File: src/rtl/cpu_types_pkg.sv
// Shared CPU types: pipeline-controller state encoding and register-index width.
package cpu_types_pkg;

  localparam int REG_IDX_W = 5;

  typedef enum logic [1:0] {
    RUN    = 2'd0,
    DDONE  = 2'd1,
    HALTED = 2'd2
  } pctrl_state_t;

endpackage

File: src/rtl/pipeline_controller_hazard_detect.sv
// Load-use hazard compare between the load in ID/EX and the sources read in IF/ID.
module hazard_detect
  import cpu_types_pkg::*;
(
  input  logic                 ex_memread_i,
  input  logic [REG_IDX_W-1:0] ex_rd_i,
  input  logic [REG_IDX_W-1:0] id_rs_i,
  input  logic [REG_IDX_W-1:0] id_rt_i,
  input  logic                 id_uses_rt_i,
  output logic                 load_use_o
);

  // Register $0 is hardwired to zero, so a load targeting it never creates a dependency.
  assign load_use_o = ex_memread_i && (ex_rd_i != '0) &&
                      ((ex_rd_i == id_rs_i) || (id_uses_rt_i && (ex_rd_i == id_rt_i)));

endmodule

File: src/rtl/pipeline_controller.sv
// Pipeline stall/flush controller: gates latch enables on memory readiness, hazards, redirects and halt.
module pipeline_controller
  import cpu_types_pkg::*;
#(
  parameter int STALL_CNT_W = 32
) (
  input  logic                   CLK,
  input  logic                   nRST,
  input  logic                   ihit,
  input  logic                   dhit,
  input  logic                   mem_ren,
  input  logic                   mem_wen,
  input  logic                   mem_halt,
  input  logic                   pc_redirect,
  input  logic                   ex_memread,
  input  logic [REG_IDX_W-1:0]   ex_rd,
  input  logic [REG_IDX_W-1:0]   id_rs,
  input  logic [REG_IDX_W-1:0]   id_rt,
  input  logic                   id_uses_rt,
  output logic                   pc_en,
  output logic                   ifid_en,
  output logic                   idex_en,
  output logic                   exmem_en,
  output logic                   memwb_en,
  output logic                   ifid_flush,
  output logic                   idex_flush,
  output logic                   exmem_flush,
  output logic                   memwb_flush,
  output logic                   dmemREN,
  output logic                   dmemWEN,
  output logic                   dload_capture,
  output logic                   halt,
  output logic [STALL_CNT_W-1:0] stall_count
);

  pctrl_state_t           state_q, state_d;
  logic                   halt_q, halt_d;
  logic [STALL_CNT_W-1:0] stall_q, stall_d;
  logic                   load_use, mem_access, dmem_ok, advance, stall_bump;

  hazard_detect u_hazard (
    .ex_memread_i (ex_memread),
    .ex_rd_i      (ex_rd),
    .id_rs_i      (id_rs),
    .id_rt_i      (id_rt),
    .id_uses_rt_i (id_uses_rt),
    .load_use_o   (load_use)
  );

  assign mem_access = mem_ren | mem_wen;
  assign dmem_ok    = !mem_access | dhit | (state_q == DDONE);
  assign advance    = ihit & dmem_ok & (state_q != HALTED);

  always_comb begin
    pc_en         = 1'b0;
    ifid_en       = 1'b0;
    idex_en       = 1'b0;
    exmem_en      = 1'b0;
    memwb_en      = 1'b0;
    ifid_flush    = 1'b0;
    idex_flush    = 1'b0;
    exmem_flush   = 1'b0;
    memwb_flush   = 1'b0;
    dmemREN       = mem_ren & (state_q == RUN);
    dmemWEN       = mem_wen & (state_q == RUN);
    dload_capture = dhit & mem_ren & (state_q == RUN);
    state_d       = state_q;
    halt_d        = halt_q;
    stall_bump    = 1'b0;

    // Priority on an advancing cycle: halt, then redirect, then load-use bubble.
    if (state_q != HALTED) begin
      if (!advance) begin
        memwb_flush = 1'b1;
        stall_bump  = 1'b1;
        if ((state_q == RUN) && mem_access && dhit && !ihit) begin
          state_d = DDONE;
        end
      end else if (mem_halt) begin
        ifid_flush  = 1'b1;
        idex_flush  = 1'b1;
        exmem_flush = 1'b1;
        memwb_en    = 1'b1;
        state_d     = HALTED;
        halt_d      = 1'b1;
      end else if (pc_redirect) begin
        pc_en       = 1'b1;
        ifid_flush  = 1'b1;
        idex_flush  = 1'b1;
        exmem_flush = 1'b1;
        memwb_en    = 1'b1;
        state_d     = RUN;
      end else if (load_use) begin
        idex_flush = 1'b1;
        exmem_en   = 1'b1;
        memwb_en   = 1'b1;
        stall_bump = 1'b1;
        state_d    = RUN;
      end else begin
        pc_en    = 1'b1;
        ifid_en  = 1'b1;
        idex_en  = 1'b1;
        exmem_en = 1'b1;
        memwb_en = 1'b1;
        state_d  = RUN;
      end
    end

    // While reset is held every latch loads a bubble and no memory request leaves.
    if (nRST) begin
      pc_en         = 1'b0;
      ifid_en       = 1'b0;
      idex_en       = 1'b0;
      exmem_en      = 1'b0;
      memwb_en      = 1'b0;
      ifid_flush    = 1'b1;
      idex_flush    = 1'b1;
      exmem_flush   = 1'b1;
      memwb_flush   = 1'b1;
      dmemREN       = 1'b0;
      dmemWEN       = 1'b0;
      dload_capture = 1'b0;
    end
  end

  assign stall_d = (stall_bump && (stall_q != '1)) ? stall_q + STALL_CNT_W'(1) : stall_q;

  always_ff @(posedge CLK) begin
    if (nRST) begin
      state_q <= RUN;
      halt_q  <= 1'b0;
      stall_q <= '0;
    end else begin
      state_q <= state_d;
      halt_q  <= halt_d;
      stall_q <= stall_d;
    end
  end

  assign halt        = halt_q;
  assign stall_count = stall_q;

endmodule

File: config.mk
export PLATFORM = sky130hd
export DESIGN_NAME = pipeline_controller
export DESIGN_NICKNAME = d
export VERILOG_FILES = /design/src/rtl/cpu_types_pkg.sv /design/src/rtl/pipeline_controller_hazard_detect.sv /design/src/rtl/pipeline_controller.sv
export SDC_FILE = /design/constraint.sdc
export NUM_CORES = 1
export LEC_CHECK = 0
export BUFFER_PORTS_ARGS = -buffer_cell sky130_fd_sc_hd__clkbuf_2
export CAP_MARGIN = 5
export CORE_UTILIZATION = 47
export CTS_BUF_LIST = sky130_fd_sc_hd__clkbuf_4
export DETAILED_ROUTE_END_ITERATION = 6
export PLACE_DENSITY_LB_ADDON = 0.05
export SLEW_MARGIN = 10
export SYNTH_ARGS = -nofsm -noshare
export SYNTH_HDL_FRONTEND = slang
export SYNTH_HIERARCHICAL = 1
export SYNTH_SLANG_ARGS = --single-unit
export TNS_END_PERCENT = 50
File: constraint.sdc
create_clock -name CLK -period 2.4 [get_ports CLK]
set_input_delay 0.48 -clock CLK [delete_from_list [all_inputs] [get_ports CLK]]
set_output_delay 0.48 -clock CLK [all_outputs]
set_load 0.03 [all_outputs]
==> results of run 1 <==
[cell usage after synthesis, drive strengths merged (2+ instances only)]
cell type	count	area share
a21oi	5	0.012
and2	3	0.0092
and3	4	0.012
and4	2	0.0092
buf	9	0.027
clkbuf	4	0.0073
dfxtp	35	0.34
inv	5	0.0092
nand2	15	0.029
nand3	19	0.047
nand4	10	0.041
nor2	40	0.073
nor3	18	0.051
nor3b	2	0.0098
nor4	14	0.053
nor4b	3	0.016
o21ai	7	0.017
o21bai	3	0.011
o31ai	2	0.0073
or3	2	0.0086
or4	2	0.0073
xnor2	32	0.14
xor2	7	0.030
[state kept, by name, indices dropped and copies added (netlist names)]
signal / cells
stall_count: 32
state_q: 2
halt: 1
[cell type report]
class,count,area [um2]
Tap cell,50,62.6
Clock inverter,1,30.0
Clock buffer,6,45.0
Timing Repair Buffer,94,567
Sequential cell,35,702
Inverter,5,18.8
Fill cell,346,1160
Multi-Input combinational cell,198,1500
[worst max-delay path, delay by kind of cell]
family                 cells  cell delay, ns
and+or+nand+nor            1            0.52
AOI/OAI and AO/OA          3            0.47
buffers and inverters      3            0.45
[repair_timing]
action,CTS,global route
buffers inserted,1,0
endpoints found under the setup margin,3,32
pin swaps,3,7
gates resized for setup,10,24
hold buffers,0,0
[cell families after synthesis]
kind of cell / after synthesis / share of synthesized area
mux: 1 / 0.00551
xor+xnor: 39 / 0.167
simple gates: 136 / 0.373
fa+ha+maj: 1 / 0.00612
flops: 35 / 0.343
compound gates: 21 / 0.0624
buf+inv: 18 / 0.0434
[power breakdown]
part / switching, mW / total [mW] / internal [mW]
clock: 0.192 / 0.418 / 0.226
sequential: 0.00662 / 0.596 / 0.590
combinational: 0.157 / 0.253 / 0.0958
[layer usage]
| metal | global-route usage | vias to the layer above | share of wire |
|---|---|---|---|
| met5 | 0 | - | 0 |
| met4 | 0.0703 | 0 | 0.011 |
| met3 | 0.0400 | 7 | 0.039 |
| met2 | 0.370 | 44 | 0.47 |
| met1 | 0.315 | 956 | 0.47 |
| li1 | - | 1058 | - |
[worst paths after layout]
path | cells after the start | to | slack [ns] | startpoint
max | 7 | pc_en | -0.006 | ex_rd[2]
min | 3 | state_q[0] | 0.44 | dhit
max reg2reg | 7 | stall_count[10] | 0.29 | stall_count[4]
min reg2reg | 2 | halt | 0.50 | halt
==> impl_results.md, run 1 <==
- Status: finished with violations
- Failing checks: setup timing
- Cells after Synth: 251
- # port buffers: 69
- Critical path startpoint category: input port
- Dpl cells: 382
- Post-DP HPWL: 3.70 mm
- First-pass GRT wire length: 8.15 mm
- NumNets Final: 365
- Routed Antenna Nets: 0
- Synth Cell Area: 2040 um2
- Worst setup margin: -0.00624 ns
- Max incr delay on CP: 0.52 ns
- Leak pwr: 1.13 nW
- Crit path kind: input port to primary output
- # DRC: 0
- Syn Area/Cell: 8.15 um2
- TritonCTS clock tree: built
- Clock tree sinks: 35
- Setup violations, final: 1
- Final wirelength: 5.09 mm
- Placed cell area: 2690 um2
- Worst-skew pair later-pin latency: 0.33 ns
- Ant diodes: 0
- Commonest cells after routing, fill and taps aside: 65 x clkbuf_2, 40 x nor2_1, 34 x dfxtp_1, 32 x xnor2_1, 25 x buf_4
- Warnings from Yosys: 6
- Worst path arrival time: 1.93 ns
- Row Count: 23
- Chip Height: 68.0 um
- GRT overflow: 0
- Unique masters post-synth: 45
- Crit-path max FO: 3
- TritonRoute pass-1 iters: 4
- Post-Layout Cell Count: 389
- Final design area excluding fillers: 2930 um2
- Achievable frequency: 0.416 GHz
- Core area: 4090 um2
- H-Tree Depth: 2
- Final Max Tran Viols: 0
- Worst slew margin: 0.744
- # IOs: 70
- MaxCap Viol Count: 0
- Die W: 68.0 um
- Power density over cell area: 433 nW/um2
- Worst Setup End Kind: primary output
- P&R area growth vs syn: 43.2%
- DIE AREA: 4620 um2
- Layout cell share with drive strength beyond 1: 0.422
- Final Wtd Congestion: 0.756
- Crit path max-delay cell type: or4_4
- Required time of the critical path: 1.92 ns
- Via Count: 2065
- Clock Path Buffers: 2
- Root buffer cell: clkbuf_4
- Post-Place Worst Slack: -0.334 ns
- Min-delay worst type: input port to register
- Peak supply drop: 0.000403 V
- Cell Chain, Critical Path: buf_8 -> or4_4 -> o21ai_2 -> a21oi_2 -> buf_4 -> a2111oi_4 -> clkbuf_8
- Initial antenna violation count: 0
- Clock slew at reported path FFs: 0.11 ns
- Hold Vio Cnt, Final: 0
- Primary FF master, synth: dfxtp_1
- Syn nets: 277
- RSZ-0062 raised after global routing: true
- GRT Resource Usage Total: 0.232
- Overall power: 1.27 mW
- WL per Instance: 13.1 um
- 1st-iter DRT viols: 69
- Worst-Margin Slew: 0.384 ns
- Fin util: 0.716
- #FFs+latches synth: 35
- EDFF count, synth: 0
- Vias in the first global route: 1823
- Most common cell after layout, fill and taps aside: clkbuf_2
- Fin crit period: 2.41 ns
- Asr flop ratio synth: 0
- Largest net degree at the start of global routing: 23
- Setup TNS: -0.00624 ns
- Hold slack final: 0.439 ns
- Initial Util: 0.500
- Drt via density: 5.31
- Cts bufs inserted: 5
- Setup Skew: 0.00859 ns
- Final critical-path share of the clock period: 1.00
- Register area share after synthesis: 0.343
Power figures use the tool's default switching activity.
==> run 2, diff against run 1 <==
--- a/config.mk
+++ b/config.mk
@@ -7,7 +7,9 @@
 export LEC_CHECK = 0
 export BUFFER_PORTS_ARGS = -buffer_cell sky130_fd_sc_hd__clkbuf_2
 export CAP_MARGIN = 5
-export CORE_UTILIZATION = 47
+export CELL_PAD_IN_SITES_DETAIL_PLACEMENT = 0
+export CELL_PAD_IN_SITES_GLOBAL_PLACEMENT = 2
+export CORE_UTILIZATION = 26
 export CTS_BUF_LIST = sky130_fd_sc_hd__clkbuf_4
 export DETAILED_ROUTE_END_ITERATION = 6
 export PLACE_DENSITY_LB_ADDON = 0.05
==> run 2 against run 1 <==
  * The run still ends with setup timing left
  * Sequential share of layout area shrank 0.059 points
  * Setup slack got worse by 0.0078 ns
  * Clock power is 25% lower
==> impl_results.md, run 2 (synthesis gave the netlist of run 1 again) <==
- # IOs: 70 (unchanged)
- Cts bufs inserted: 5 (unchanged)
- Worst setup margin: -0.0141 ns (was -0.00624 ns)
- Die W: 90.7 um (was 68.0 um)
- Fin crit period: 2.41 ns (about the same)
- Critical path's top delay family: simple AND/OR/NAND/NOR gates (unchanged)
- Most common cell after layout, fill and taps aside: clkbuf_2 (unchanged)
- Critical path buffers and inverters: 3 (unchanged)
- Max incr delay on CP: 0.52 ns (about the same)
- Setup violations, final: 1 (unchanged)
- Worst slew margin: 0.749 (was 0.744)
- NumNets Final: 365 (unchanged)
- Hold Vio Cnt, Final: 0 (unchanged)
- Sw power: 0.371 mW (was 0.355 mW)
- Post-DP HPWL: 4.35 mm (was 3.70 mm)
- DIE AREA: 8220 um2 (was 4620 um2)
- 1st-iter DRT viols: 53 (was 69)
- GRT Resource Usage Total: 0.144 (was 0.232)
- Worst Setup End Kind: primary output (unchanged)
- Clk pwr share: 0.268 (was 0.330)
- Final design area excluding fillers: 2940 um2 (was 2930 um2)
- Cell depth of the worst flop-to-flop path: 7 (unchanged)
- Commonest cells after routing, fill and taps aside: 64 x clkbuf_2, 40 x nor2_1, 33 x dfxtp_1, 32 x xnor2_1, 22 x buf_4 (was 65 x clkbuf_2, 40 x nor2_1, 34 x dfxtp_1, 32 x xnor2_1, 25 x buf_4)
- Clock slew at reported path FFs: 0.12 ns (was 0.11 ns)
- Worst-Margin Slew: 0.374 ns (was 0.384 ns)
- Clock tree sinks: 35 (unchanged)
- Placed cell area: 2750 um2 (was 2690 um2)
- Post-CTS Hold Buffers: 0 (unchanged)
- Final critical-path share of the clock period: 1.01 (was 1.00)
- Ant diodes: 0 (unchanged)
- Row Count: 31 (was 23)
- Initial antenna violation count: 0 (unchanged)
- Chip Height: 90.7 um (was 68.0 um)
- # port buffers: 69 (unchanged)
- Sw frac: 0.318 (was 0.280)
- Critical path startpoint category: input port (unchanged)
- Worst-skew pair later-pin latency: 0.34 ns (was 0.33 ns)
- Logic gate share of total power: 0.221 (was 0.199)
- Initial Util: 0.276 (was 0.500)
- Root buffer cell: clkbuf_4 (unchanged)
- Largest net degree at the start of global routing: 22 (was 23)
- H-Tree Depth: 2 (unchanged)
- Hold slack final: 0.444 ns (was 0.439 ns)
- Worst path arrival time: 1.93 ns (about the same)
- Final Max Tran Viols: 0 (unchanged)
- Crit path kind: input port to primary output (unchanged)
- Cell Chain, Critical Path: buf_8 -> or4_4 -> o21ai_2 -> a21oi_2 -> buf_4 -> a2111oi_4 -> clkbuf_8 (unchanged)
- Int Power: 0.796 mW (was 0.912 mW)
- Core area: 7410 um2 (was 4090 um2)
- Max reg flops: 32 (unchanged)
- Crit-path max FO: 2 (was 3)
- MaxCap Viol Count: 0 (unchanged)
- Final wirelength: 5.77 mm (was 5.09 mm)
- Final Wtd Congestion: 0.736 (was 0.756)
- Share of power burned in registers: 0.512 (was 0.471)
- Crit. path cell count: 7 (unchanged)
- Worst Hold Depth: 3 (unchanged)
- TritonCTS clock tree: built (unchanged)
- P&R area growth vs syn: 43.8% (was 43.2%)
- Crit path max-delay cell type: or4_4 (unchanged)
- # DRC: 0 (unchanged)
- WL per Instance: 13.2 um (was 13.1 um)
- Leak pwr: 1.12 nW (was 1.13 nW)
- Required time of the critical path: 1.92 ns (about the same)
- Post-Place Worst Slack: -0.367 ns (was -0.334 ns)
- Clock Path Buffers: 2 (unchanged)
- First-pass GRT wire length: 9.58 mm (was 8.15 mm)
- Failing checks: setup timing (unchanged)
- Via Count: 2073 (was 2065)
- Status: finished with violations (unchanged)
- Routed Antenna Nets: 0 (unchanged)
- Min-delay worst type: input port to register (unchanged)
- Layout cell share with drive strength beyond 1: 0.401 (was 0.422)
- Setup Skew: 0.0164 ns (was 0.00859 ns)
- Drt via density: 4.73 (was 5.31)
- Vias in the first global route: 1931 (was 1823)
- Peak supply drop: 0.000110 V (was 0.000403 V)
- Power density over cell area: 397 nW/um2 (was 433 nW/um2)
- GRT overflow: 0 (unchanged)
- RSZ-0062 raised after global routing: true (unchanged)
- TritonRoute pass-1 iters: 4 (unchanged)
- Achievable frequency: 0.414 GHz (was 0.416 GHz)
==> run 2: repair_timing <==
| item | 4_1_cts | 5_1_grt |
|---|---|---|
| endpoints found under the setup margin | 5 | 27 |
| gates resized for setup | 10 | 18 |
| setup buffers | 1 | 0 |
| pin swaps | 4 | 5 |
==> run 2: power groups by stage <==
stage,sequential [mW],clock [mW],combinational (mW)
after floorplan,0.629,0,0.124
after global placement,0.610,0,0.241
after detailed placement,0.610,0,0.241
after CTS,0.597,0.335,0.251
after global routing,0.599,0.352,0.282
final,0.597,0.312,0.257
==> run 2: final cells by class <==
cell class / count / area (um2)
multi-input cells: 198 / 1460
well taps: 99 / 124
clock inverters: 2 / 8.76
clock buffers: 5 / 37.5
repair buffers: 94 / 588
inverters: 5 / 18.8
flip-flops and latches: 35 / 703
fillers: 807 / 4470
==> run 2: worst reg2reg max path: cells and delay by family (launching register included) <==
| family | cells | cell delay (ns) |
|---|---|---|
| and+or+nand+nor | 5 | 1.06 |
| xor gates and xnor gates | 1 | 0.15 |
| buffers and inverters | 1 | 0.30 |
| DFF | 1 | 0.47 |
==> run 2: layer usage <==
| metal | GRT usage | vias up | part of all wire |
|---|---|---|---|
| met4 | 0.0363 | 0 | 0.0083 |
| li1 | - | 1061 | - |
| met3 | 0.0253 | 5 | 0.035 |
| met5 | 0 | - | 0 |
| met1 | 0.207 | 958 | 0.50 |
| met2 | 0.221 | 49 | 0.45 |
==> run 2: worst paths after layout <==
| check | end | slack (ns) | from |
|---|---|---|---|
| max reg2reg | stall_count[13] | 0.31 | stall_count[4] |
| min reg2reg | state_q[1] | 0.52 | state_q[1] |
| max | pc_en | -0.01 | ex_rd[1] |
| min | state_q[0] | 0.44 | dhit |
==> run 2: through the flow <==
step / utilization / std cells / setup TNS (ns) / power, mW
final: 0.397 / 438 / -0.0141 / 1.17
after global routing: 0.397 / 438 / -0.0924 / 1.23
after CTS: 0.386 / 438 / -0.131 / 1.18
after detailed placement: 0.372 / 430 / -7.73 / 0.851
after global placement: 0.372 / 430 / -6.16 / 0.851
after floorplan: - / 251 / -0.154 / 0.753
==> run 3, diff against run 2 <==
--- a/config.mk
+++ b/config.mk
@@ -12,7 +12,7 @@
 export CORE_UTILIZATION = 26
 export CTS_BUF_LIST = sky130_fd_sc_hd__clkbuf_4
 export DETAILED_ROUTE_END_ITERATION = 6
-export PLACE_DENSITY_LB_ADDON = 0.05
+export PLACE_DENSITY = 0.76
 export SLEW_MARGIN = 10
 export SYNTH_ARGS = -nofsm -noshare
 export SYNTH_HDL_FRONTEND = slang
==> run 3 against run 2 <==
  * The flow still finishes with violations (setup timing)
  * Register-to-register slack worse by 0.02 ns
  * Routed wire length down 2.7%
  * Critical path depth unchanged
  * Die area unchanged
  * Maximum frequency about the same
  * Power up 2.0%
  * Final area up 1.1%
  * Via count down 0.48%
  * Combinational power up 4%
  * Sequential cell count unchanged
  * Critical path type unchanged
  * Critical endpoint unchanged
  * Highest routed layer unchanged
==> impl_results.md, run 3 (synthesis gave the netlist of run 1 again) <==
- Clock tree sinks: 35 (unchanged)
- Crit path kind: input port to primary output (unchanged)
- P&R area growth vs syn: 45.3% (was 43.8%)
- Final critical-path share of the clock period: 1.01 (about the same)
- Peak supply drop: 0.000166 V (was 0.000110 V)
- MaxCap Viol Count: 0 (unchanged)
- Initial antenna violation count: 0 (unchanged)
- Min-delay worst type: input port to register (unchanged)
- Clock slew at reported path FFs: 0.13 ns (was 0.12 ns)
- # DRC: 0 (unchanged)
- Layout cell share with drive strength beyond 1: 0.412 (was 0.401)
- GRT overflow: 0 (unchanged)
- Initial Util: 0.276 (unchanged)
- Leak pwr: 1.14 nW (was 1.12 nW)
- Chip Height: 90.7 um (unchanged)
- Drt via density: 4.65 (was 4.73)
- Max reg flops: 32 (unchanged)
- Required time of the critical path: 1.92 ns (about the same)
- 1st-iter DRT viols: 71 (was 53)
- TritonCTS clock tree: built (unchanged)
- Setup Skew: 0.0214 ns (was 0.0164 ns)
- Core area: 7410 um2 (unchanged)
- Final wirelength: 5.61 mm (was 5.77 mm)
- TritonRoute pass-1 iters: 4 (unchanged)
- DIE AREA: 8220 um2 (unchanged)
- Cts bufs inserted: 5 (unchanged)
- Clock Path Buffers: 2 (unchanged)
- # port buffers: 69 (unchanged)
- Placed cell area: 2780 um2 (was 2750 um2)
- Hold Vio Cnt, Final: 0 (unchanged)
- Die W: 90.7 um (unchanged)
- First-pass GRT wire length: 9.47 mm (was 9.58 mm)
- Worst path arrival time: 1.94 ns (was 1.93 ns)
- Achievable frequency: 0.414 GHz (about the same)
- Critical path startpoint category: input port (unchanged)
- Worst-skew pair later-pin latency: 0.36 ns (was 0.34 ns)
- Vias in the first global route: 1951 (was 1931)
- Largest net degree at the start of global routing: 29 (was 22)
- Fin crit period: 2.42 ns (was 2.41 ns)
- Most common cell after layout, fill and taps aside: clkbuf_2 (unchanged)
- Post-DP HPWL: 4.23 mm (was 4.35 mm)
- Fin util: 0.401 (was 0.397)
- Dpl cells: 434 (was 430)
- Post-Layout Cell Count: 444 (was 438)
- Worst-Margin Slew: 0.384 ns (was 0.374 ns)
- Status: finished with violations (unchanged)
- Final Wtd Congestion: 0.766 (was 0.736)
- Worst Setup End Kind: primary output (unchanged)
- Root buffer cell: clkbuf_4 (unchanged)
- Overall power: 1.19 mW (was 1.17 mW)
- Commonest cells after routing, fill and taps aside: 65 x clkbuf_2, 40 x nor2_1, 34 x dfxtp_1, 32 x xnor2_1, 28 x buf_4 (was 64 x clkbuf_2, 40 x nor2_1, 33 x dfxtp_1, 32 x xnor2_1, 22 x buf_4)
- Setup violations, final: 1 (unchanged)
- Routed Antenna Nets: 0 (unchanged)
- RSZ-0062 raised after global routing: true (unchanged)
- WL per Instance: 12.6 um (was 13.2 um)
- Crit-path max FO: 2 (unchanged)
- Ant diodes: 0 (unchanged)
- Failing checks: setup timing (unchanged)
- GRT Resource Usage Total: 0.141 (was 0.144)
- Reg-to-reg slack, setup: 0.29 ns (was 0.31 ns)
- Hold slack final: 0.399 ns (was 0.444 ns)
- NumNets Final: 370 (was 365)
- Final Max Tran Viols: 0 (unchanged)
- Via Count: 2063 (was 2073)
- Row Count: 31 (unchanged)
- Worst setup margin: -0.0155 ns (was -0.0141 ns)
- # IOs: 70 (unchanged)
- Worst slew margin: 0.744 (was 0.749)
- H-Tree Depth: 2 (unchanged)
- Post-Place Worst Slack: -0.322 ns (was -0.367 ns)
- Setup TNS: -0.0155 ns (was -0.0141 ns)
- Power density over cell area: 401 nW/um2 (was 397 nW/um2)
- Final design area excluding fillers: 2970 um2 (was 2940 um2)
==> run 3: area by class of cell <==
| type | count | area (um2) |
|---|---|---|
| fill | 790 | 4440 |
| multi-input combinational | 198 | 1460 |
| sequential | 35 | 702 |
| timing repair buffer | 99 | 618 |
| tap | 99 | 124 |
| clock buffer | 5 | 37.5 |
| inverter | 5 | 18.8 |
| clock inverter | 3 | 15.0 |
==> run 3: path summary, 6_finish.rpt <==
kind	from	to	depth (start not counted)
hold / removal	dhit	state_q[0]	3
setup reg to reg	stall_count[11]	stall_count[11]	7
hold reg to reg	halt	halt	2
setup / recovery	ex_rd[1]	pc_en	7
==> run 3: worst max-delay path, cell delays in order <==
cell	delay (ns)
buf_8	0.09
or4_4	0.53
o21ai_2	0.14
a21oi_2	0.05
buf_4	0.14
a2111oi_4	0.29
clkbuf_8	0.22
==> run 3: metal layers <==
layer	GRT usage	share of wire
met2	0.219	0.47
met4	0.0444	0.010
met1	0.195	0.50
met5	0	0
met3	0.0261	0.021
==> run 3: what timing repair did <==
action	4_1_cts	5_1_grt
pin swaps	4	3
gates resized for setup	10	16
setup buffers	2	0
hold buffers	0	0
setup endpoints to repair	5	29
cloned	0	0
==> run 3: where the power goes <==
part,switching (mW),internal [mW],total (mW),leakage (nW)
registers,0.00663,0.590,0.597,0.283
clock network,0.218,0.109,0.327,0.0347
logic,0.157,0.109,0.266,0.826
